`src/rtl/dm.sv`:
```
// Debug-module transport types shared by the DMI responder and its clients.
package dm;

  localparam logic [1:0] DTM_NOP   = 2'h0;
  localparam logic [1:0] DTM_READ  = 2'h1;
  localparam logic [1:0] DTM_WRITE = 2'h2;

  localparam logic [1:0] DTM_SUCCESS = 2'h0;
  localparam logic [1:0] DTM_ERR     = 2'h2;

  typedef struct packed {
    logic [6:0]  addr;
    logic [1:0]  op;
    logic [31:0] data;
  } dmi_req_t;

  typedef struct packed {
    logic [31:0] data;
    logic [1:0]  resp;
  } dmi_resp_t;

endpackage

```
`src/rtl/dmi_responder.sv`:
```
// Bridges single DMI requests onto a simple req/gnt/rvalid register bus, one access at a time,
// with an abort-on-timeout guard covering the request and wait phases.
module dmi_responder #(
  parameter int unsigned TimeoutCycles = 255
) (
  input  logic         clk_i,
  input  logic         rst_ni,
  input  dm::dmi_req_t dmi_req_i,
  input  logic         dmi_req_valid_i,
  output logic         dmi_req_ready_o,
  output dm::dmi_resp_t dmi_resp_o,
  output logic         dmi_resp_valid_o,
  input  logic         dmi_resp_ready_i,
  output logic         reg_req_o,
  output logic         reg_we_o,
  output logic [6:0]   reg_addr_o,
  output logic [31:0]  reg_wdata_o,
  input  logic         reg_gnt_i,
  input  logic         reg_rvalid_i,
  input  logic [31:0]  reg_rdata_i,
  input  logic         reg_err_i
);

  localparam logic [15:0] TimeoutLast = 16'(TimeoutCycles - 1);

  typedef enum logic [1:0] {StIdle, StReq, StWait, StResp} state_e;

  state_e      state_q, state_d;
  logic [6:0]  addr_q;
  logic        we_q;
  logic [31:0] wdata_q;
  logic [31:0] rsp_data_q, rsp_data_d;
  logic [1:0]  rsp_q, rsp_d;
  logic [15:0] cnt_q, cnt_d;
  logic        req_hs;
  logic        timeout;

  assign req_hs  = dmi_req_valid_i && (state_q == StIdle);
  assign timeout = (cnt_q == TimeoutLast);

  always_ff @(posedge clk_i or negedge rst_ni) begin
    if (!rst_ni) begin
      state_q <= StIdle;
    end else begin
      state_q <= state_d;
    end
  end

  always_comb begin
    state_d    = state_q;
    rsp_data_d = rsp_data_q;
    rsp_d      = rsp_q;
    unique case (state_q)
      StIdle: begin
        if (dmi_req_valid_i) begin
          unique case (dmi_req_i.op)
            dm::DTM_READ, dm::DTM_WRITE: state_d = StReq;
            dm::DTM_NOP: begin
              state_d    = StResp;
              rsp_data_d = '0;
              rsp_d      = dm::DTM_SUCCESS;
            end
            default: begin
              state_d    = StResp;
              rsp_data_d = '0;
              rsp_d      = dm::DTM_ERR;
            end
          endcase
        end
      end
      StReq: begin
        // A grant arriving on the timeout cycle still wins.
        if (reg_gnt_i) begin
          state_d = StWait;
        end else if (timeout) begin
          state_d    = StResp;
          rsp_data_d = '0;
          rsp_d      = dm::DTM_ERR;
        end
      end
      StWait: begin
        if (reg_rvalid_i) begin
          state_d    = StResp;
          rsp_data_d = we_q ? 32'h0 : reg_rdata_i;
          rsp_d      = reg_err_i ? dm::DTM_ERR : dm::DTM_SUCCESS;
        end else if (timeout) begin
          state_d    = StResp;
          rsp_data_d = '0;
          rsp_d      = dm::DTM_ERR;
        end
      end
      StResp: begin
        if (dmi_resp_ready_i) state_d = StIdle;
      end
      default: state_d = StIdle;
    endcase
  end

  always_comb begin
    cnt_d = cnt_q;
    if (req_hs) begin
      cnt_d = '0;
    end else if (state_q == StReq || state_q == StWait) begin
      cnt_d = cnt_q + 16'd1;
    end
  end

  always_ff @(posedge clk_i or negedge rst_ni) begin
    if (!rst_ni) begin
      addr_q     <= '0;
      we_q       <= 1'b0;
      wdata_q    <= '0;
      rsp_data_q <= '0;
      rsp_q      <= '0;
      cnt_q      <= '0;
    end else begin
      if (req_hs) begin
        addr_q  <= dmi_req_i.addr;
        we_q    <= (dmi_req_i.op == dm::DTM_WRITE);
        wdata_q <= dmi_req_i.data;
      end
      rsp_data_q <= rsp_data_d;
      rsp_q      <= rsp_d;
      cnt_q      <= cnt_d;
    end
  end

  always_comb begin
    dmi_req_ready_o  = (state_q == StIdle);
    dmi_resp_valid_o = (state_q == StResp);
    reg_req_o        = (state_q == StReq);
    reg_we_o         = we_q;
    reg_addr_o       = addr_q;
    reg_wdata_o      = wdata_q;
    dmi_resp_o.data  = rsp_data_q;
    dmi_resp_o.resp  = rsp_q;
  end

endmodule

```
`config.mk`:
```
export PLATFORM = sky130hd
export DESIGN_NAME = dmi_responder
export DESIGN_NICKNAME = d
export VERILOG_FILES = /design/src/rtl/dm.sv /design/src/rtl/dmi_responder.sv
export SDC_FILE = /design/constraint.sdc
export NUM_CORES = 1
export LEC_CHECK = 0
export BUFFER_PORTS_ARGS = -buffer_cell sky130_fd_sc_hd__buf_2
export CORE_ASPECT_RATIO = 1.1
export CORE_MARGIN = 2
export CORE_UTILIZATION = 40
export DETAILED_ROUTE_END_ITERATION = 16
export MAX_ROUTING_LAYER = met4
export PLACE_DENSITY = 0.69
export SYNTH_ARGS = -nofsm -noshare
export SYNTH_HDL_FRONTEND = slang
export SYNTH_SLANG_ARGS = --single-unit
export TNS_END_PERCENT = 50
```
`constraint.sdc`:
```
create_clock -name clk_i -period 1.7 [get_ports clk_i]
set_input_delay 0.085 -clock clk_i [delete_from_list [all_inputs] [get_ports clk_i]]
set_output_delay 0.085 -clock clk_i [all_outputs]
set_load 0.01 [all_outputs]
```
==> metrics <==
status finished with violations; failing checks setup timing; Worst Skew 0.00854 ns; DR vias 4141; gr usage total 21.8%; reg2reg start state_q[0]$_DFFE_PN0P_; Syn Inst Count 444; Worst setup endpoint rsp_data_q[13]$_DFFE_PN0P_; WP data required 1.95 ns; Worst Hold Class in -> reg; mux cell area share after synthesis 0.467%; crit-path max cell delay 0.42 ns; GRT Residual Overflow 0; XOR/XNOR Fraction of Synth Area 2.45%; fin cells 840; gpl congestion 0.878; Synth Flop Type dfrtp_1; Final Hold Fails 0; initial drt markers 180; Layout area overhead 56.3%; post-synthesis compound-gate area fraction 15.8%; fin crit period 1.77 ns; CP max FO 8; final wirelength 12700 µm; leak pwr 3.35 nW; main combinational cell family by area after synthesis simple AND/OR/NAND/NOR gates; top cell types by occurrence after synthesis nand2_1 (125), dfrtp_1 (92), inv_1 (42); most common cell in the netlist nand2_1; peak supply drop 0.882 mV; Mapped Area 4290 µm²; cts bufs inserted 9; Crit-path slowest cell dfrtp_1; global-route wire length before repair 19600 µm; yosys warns 0; startpoint types flop; Max Clock Freq 566 MHz; worst-margin pin slew 0.440 ns; Clk Tree Root Cell clkbuf_16; HPWL after DPL 7470 µm; Final setup viols 33; Synth Area in Adders 2.33%; Die W 103 µm; die area 11600 µm²; first-pass iteration count of the detailed router 4; Boundary Pins 157; Post-synth ARST share 100%; Yosys reg bits 92; Final Net Count 779; RSZ-0062 raised after global routing yes; leading area contributor after synthesis dfrtp_1; Relative slew margins 70.7%; Cell Chain, Critical Path inv_2 > ha_4 > nand4b_1 > a211oi_4 > buf_6 > clkbuf_16 > a22oi_2 > o21ai_2; # DRC 0; latest clock arrival within the worst-skew pair 0.33 ns; Reg2Reg Depth 8; Placed Instances 744; # rows 39; I/O Buffers 156; Routed Antenna Nets 0; r2r endpoint rsp_data_q[13]$_DFFE_PN0P_; largest net degree at the start of global routing 41; largest cells by area after synthesis dfrtp_1 (54%), nand2_1 (11%), o21ai_2 (5.9%), a22oi_1 (5.6%), inv_1 (3.7%); syn_area_per_cell 9.66 µm²; number of global-route vias before repair 4188; Yosys top cell area share 53.7%; data arrival time of the worst path 2.02 ns; period utilization 104%; Fin Hold WS 0.103 ns; Syn Nets 532; crit path from state_q[0]$_DFFE_PN0P_; Worst Setup Path Type reg -> reg; PwrDens 1600 nW/µm²; share of layout cells above drive strength 1 40.1%; Fillers 800; setup ws final -0.0655 ns; Synth cell types 46; simple-gate share of the synthesized area 18.4%; CTS clock-pin slew for the worst setup and hold paths 0.06 ns; via-per-instance ratio 4.93; Die H 113 µm; Slew Viols, Final 0; number of synthesized flops with an enable pin 0; Reg2Reg Setup Slack -0.07 ns; CTS Buffer Depth 2; CTS H-tree lvls 3; initial antenna violation count 1; register area share after synthesis 53.7%; Avg WL per Cell 15.2 µm; starting density of the core 41.3%; total of max-cap violations 0; CP endpoint kind flop; TritonCTS clock tree done; Sink Count 92; CORE AREA 10400 µm²
cell families after synthesis:
family / count (synthesis)
XOR/XNOR: 12
multiplexers: 2
buffers and inverters: 66
flip-flops: 92
adder cells (fa/ha/maj): 8
AO/OA/AOI/OAI: 87
AND/OR/NAND/NOR: 177
flip-flops by register name (all words and copies together) (netlist names):
name / flops
rsp_data_q: 32
cnt_q: 16
reg_wdata_o: 32
reg_we_o: 1
rsp_q: 2
reg_addr_o: 7
state_q: 2
report_power, final:
group / switching (mW) / internal, mW / total (mW)
clock: 0.841 / 1.07 / 1.91
combinational: 2.92 / 2.25 / 5.17
sequential: 0.595 / 3.03 / 3.62
total: 4.36 / 6.35 / 10.7
final cells by class:
class / instances / area, µm² / share of cell area [%]
Sequential cell: 92 / 2300 / 34.4
Antenna cell: 1 / 2.50 / 0.0373
Clock inverter: 5 / 36.3 / 0.542
Timing Repair Buffer: 260 / 1870 / 28.0
Inverter: 42 / 158 / 2.35
Tap cell: 143 / 179 / 2.67
Multi-Input combinational cell: 286 / 1900 / 28.3
Clock buffer: 11 / 253 / 3.77
critical path: cells and delay by family, from the launching register on:
kind | cells | cell delay (ns)
flops | 1 | 0.42
compound gates | 3 | 0.42
simple gates | 1 | 0.16
fa+ha+maj | 1 | 0.28
buf+inv | 3 | 0.40
how the worst min path moves through the flow:
stage               startpoint  slack, ns                         end  cells past startpoint
4_1_cts        reg_rdata_i[30]      0.003  rsp_data_q[30]$_DFFE_PN0P_                      3
5_1_grt          dmi_req_i[33]       0.16        reg_we_o$_DFFE_PN0P_                      4
6_report         dmi_req_i[33]       0.10        reg_we_o$_DFFE_PN0P_                      4
3_5_place_dp            rst_ni       0.06   rsp_data_q[9]$_DFFE_PN0P_                      1
2_1_floorplan           rst_ni      -0.21        cnt_q[0]$_DFFE_PN0P_                      0
3_3_place_gp            rst_ni       0.06   rsp_data_q[9]$_DFFE_PN0P_                      1
metal layers:
layer	global-route usage, %	wire (µm)
met1	26.4	5150
met2	36.8	6620
met3	3.74	751
met4	6.84	223
met5	-	0
what timing repair did:
item                       CTS  global route
hold buffers                70             2
setup buffers                1             3
resized for setup            9            36
cloned                       1             2
pin swaps                    1             7
hold endpoints to repair    99             2
setup endpoints to repair   37            38
through the flow:
step / utilization [%] / instance area [µm²] / TNS [ns] / total power [mW] / setup WS (ns)
global route: 64.5 / 6700 / -3.95 / 11.4 / -0.132
finish: 64.5 / 6700 / -1.34 / 10.7 / -0.0655
detailed placement: 51.7 / 5370 / -0.313 / 8.08 / -0.0391
floorplan: - / 4290 / 0 / 6.25 / 0.00498
CTS: 62.0 / 6450 / -0.0737 / 10.3 / -0.0125
global placement: 51.7 / 5370 / 0 / 7.92 / 0.0168
placed cells by master, fill, tap and decap left out, types with 2 or more instances in the layout:
cell | Yosys | layout
nand4_1 | 6 | 6
nor2_1 | 16 | 16
buf_4 | 1 | 22
dlygate4sd3_1 | 0 | 72
mux2i_1 | 2 | 2
ha_1 | 8 | 6
and3_1 | 3 | 2
a22oi_1 | 32 | 4
inv_1 | 42 | 40
clkbuf_8 | 0 | 2
a21o_1 | 2 | 2
xnor2_1 | 4 | 4
nor3_2 | 0 | 2
clkinvlp_4 | 0 | 3
nand2_1 | 125 | 125
nand3_1 | 5 | 5
o21ai_2 | 29 | 30
xor2_1 | 8 | 8
inv_2 | 0 | 2
o21ai_1 | 2 | 2
o21ai_0 | 6 | 5
or3_1 | 3 | 3
a22oi_2 | 0 | 28
clkbuf_16 | 0 | 11
dfrtp_1 | 92 | 92
buf_12 | 0 | 5
a21oi_1 | 7 | 7
ha_4 | 0 | 2
buf_6 | 4 | 3
buf_2 | 10 | 155
nand2b_1 | 4 | 4
Note: power is estimated with default switching activity, not from simulation.
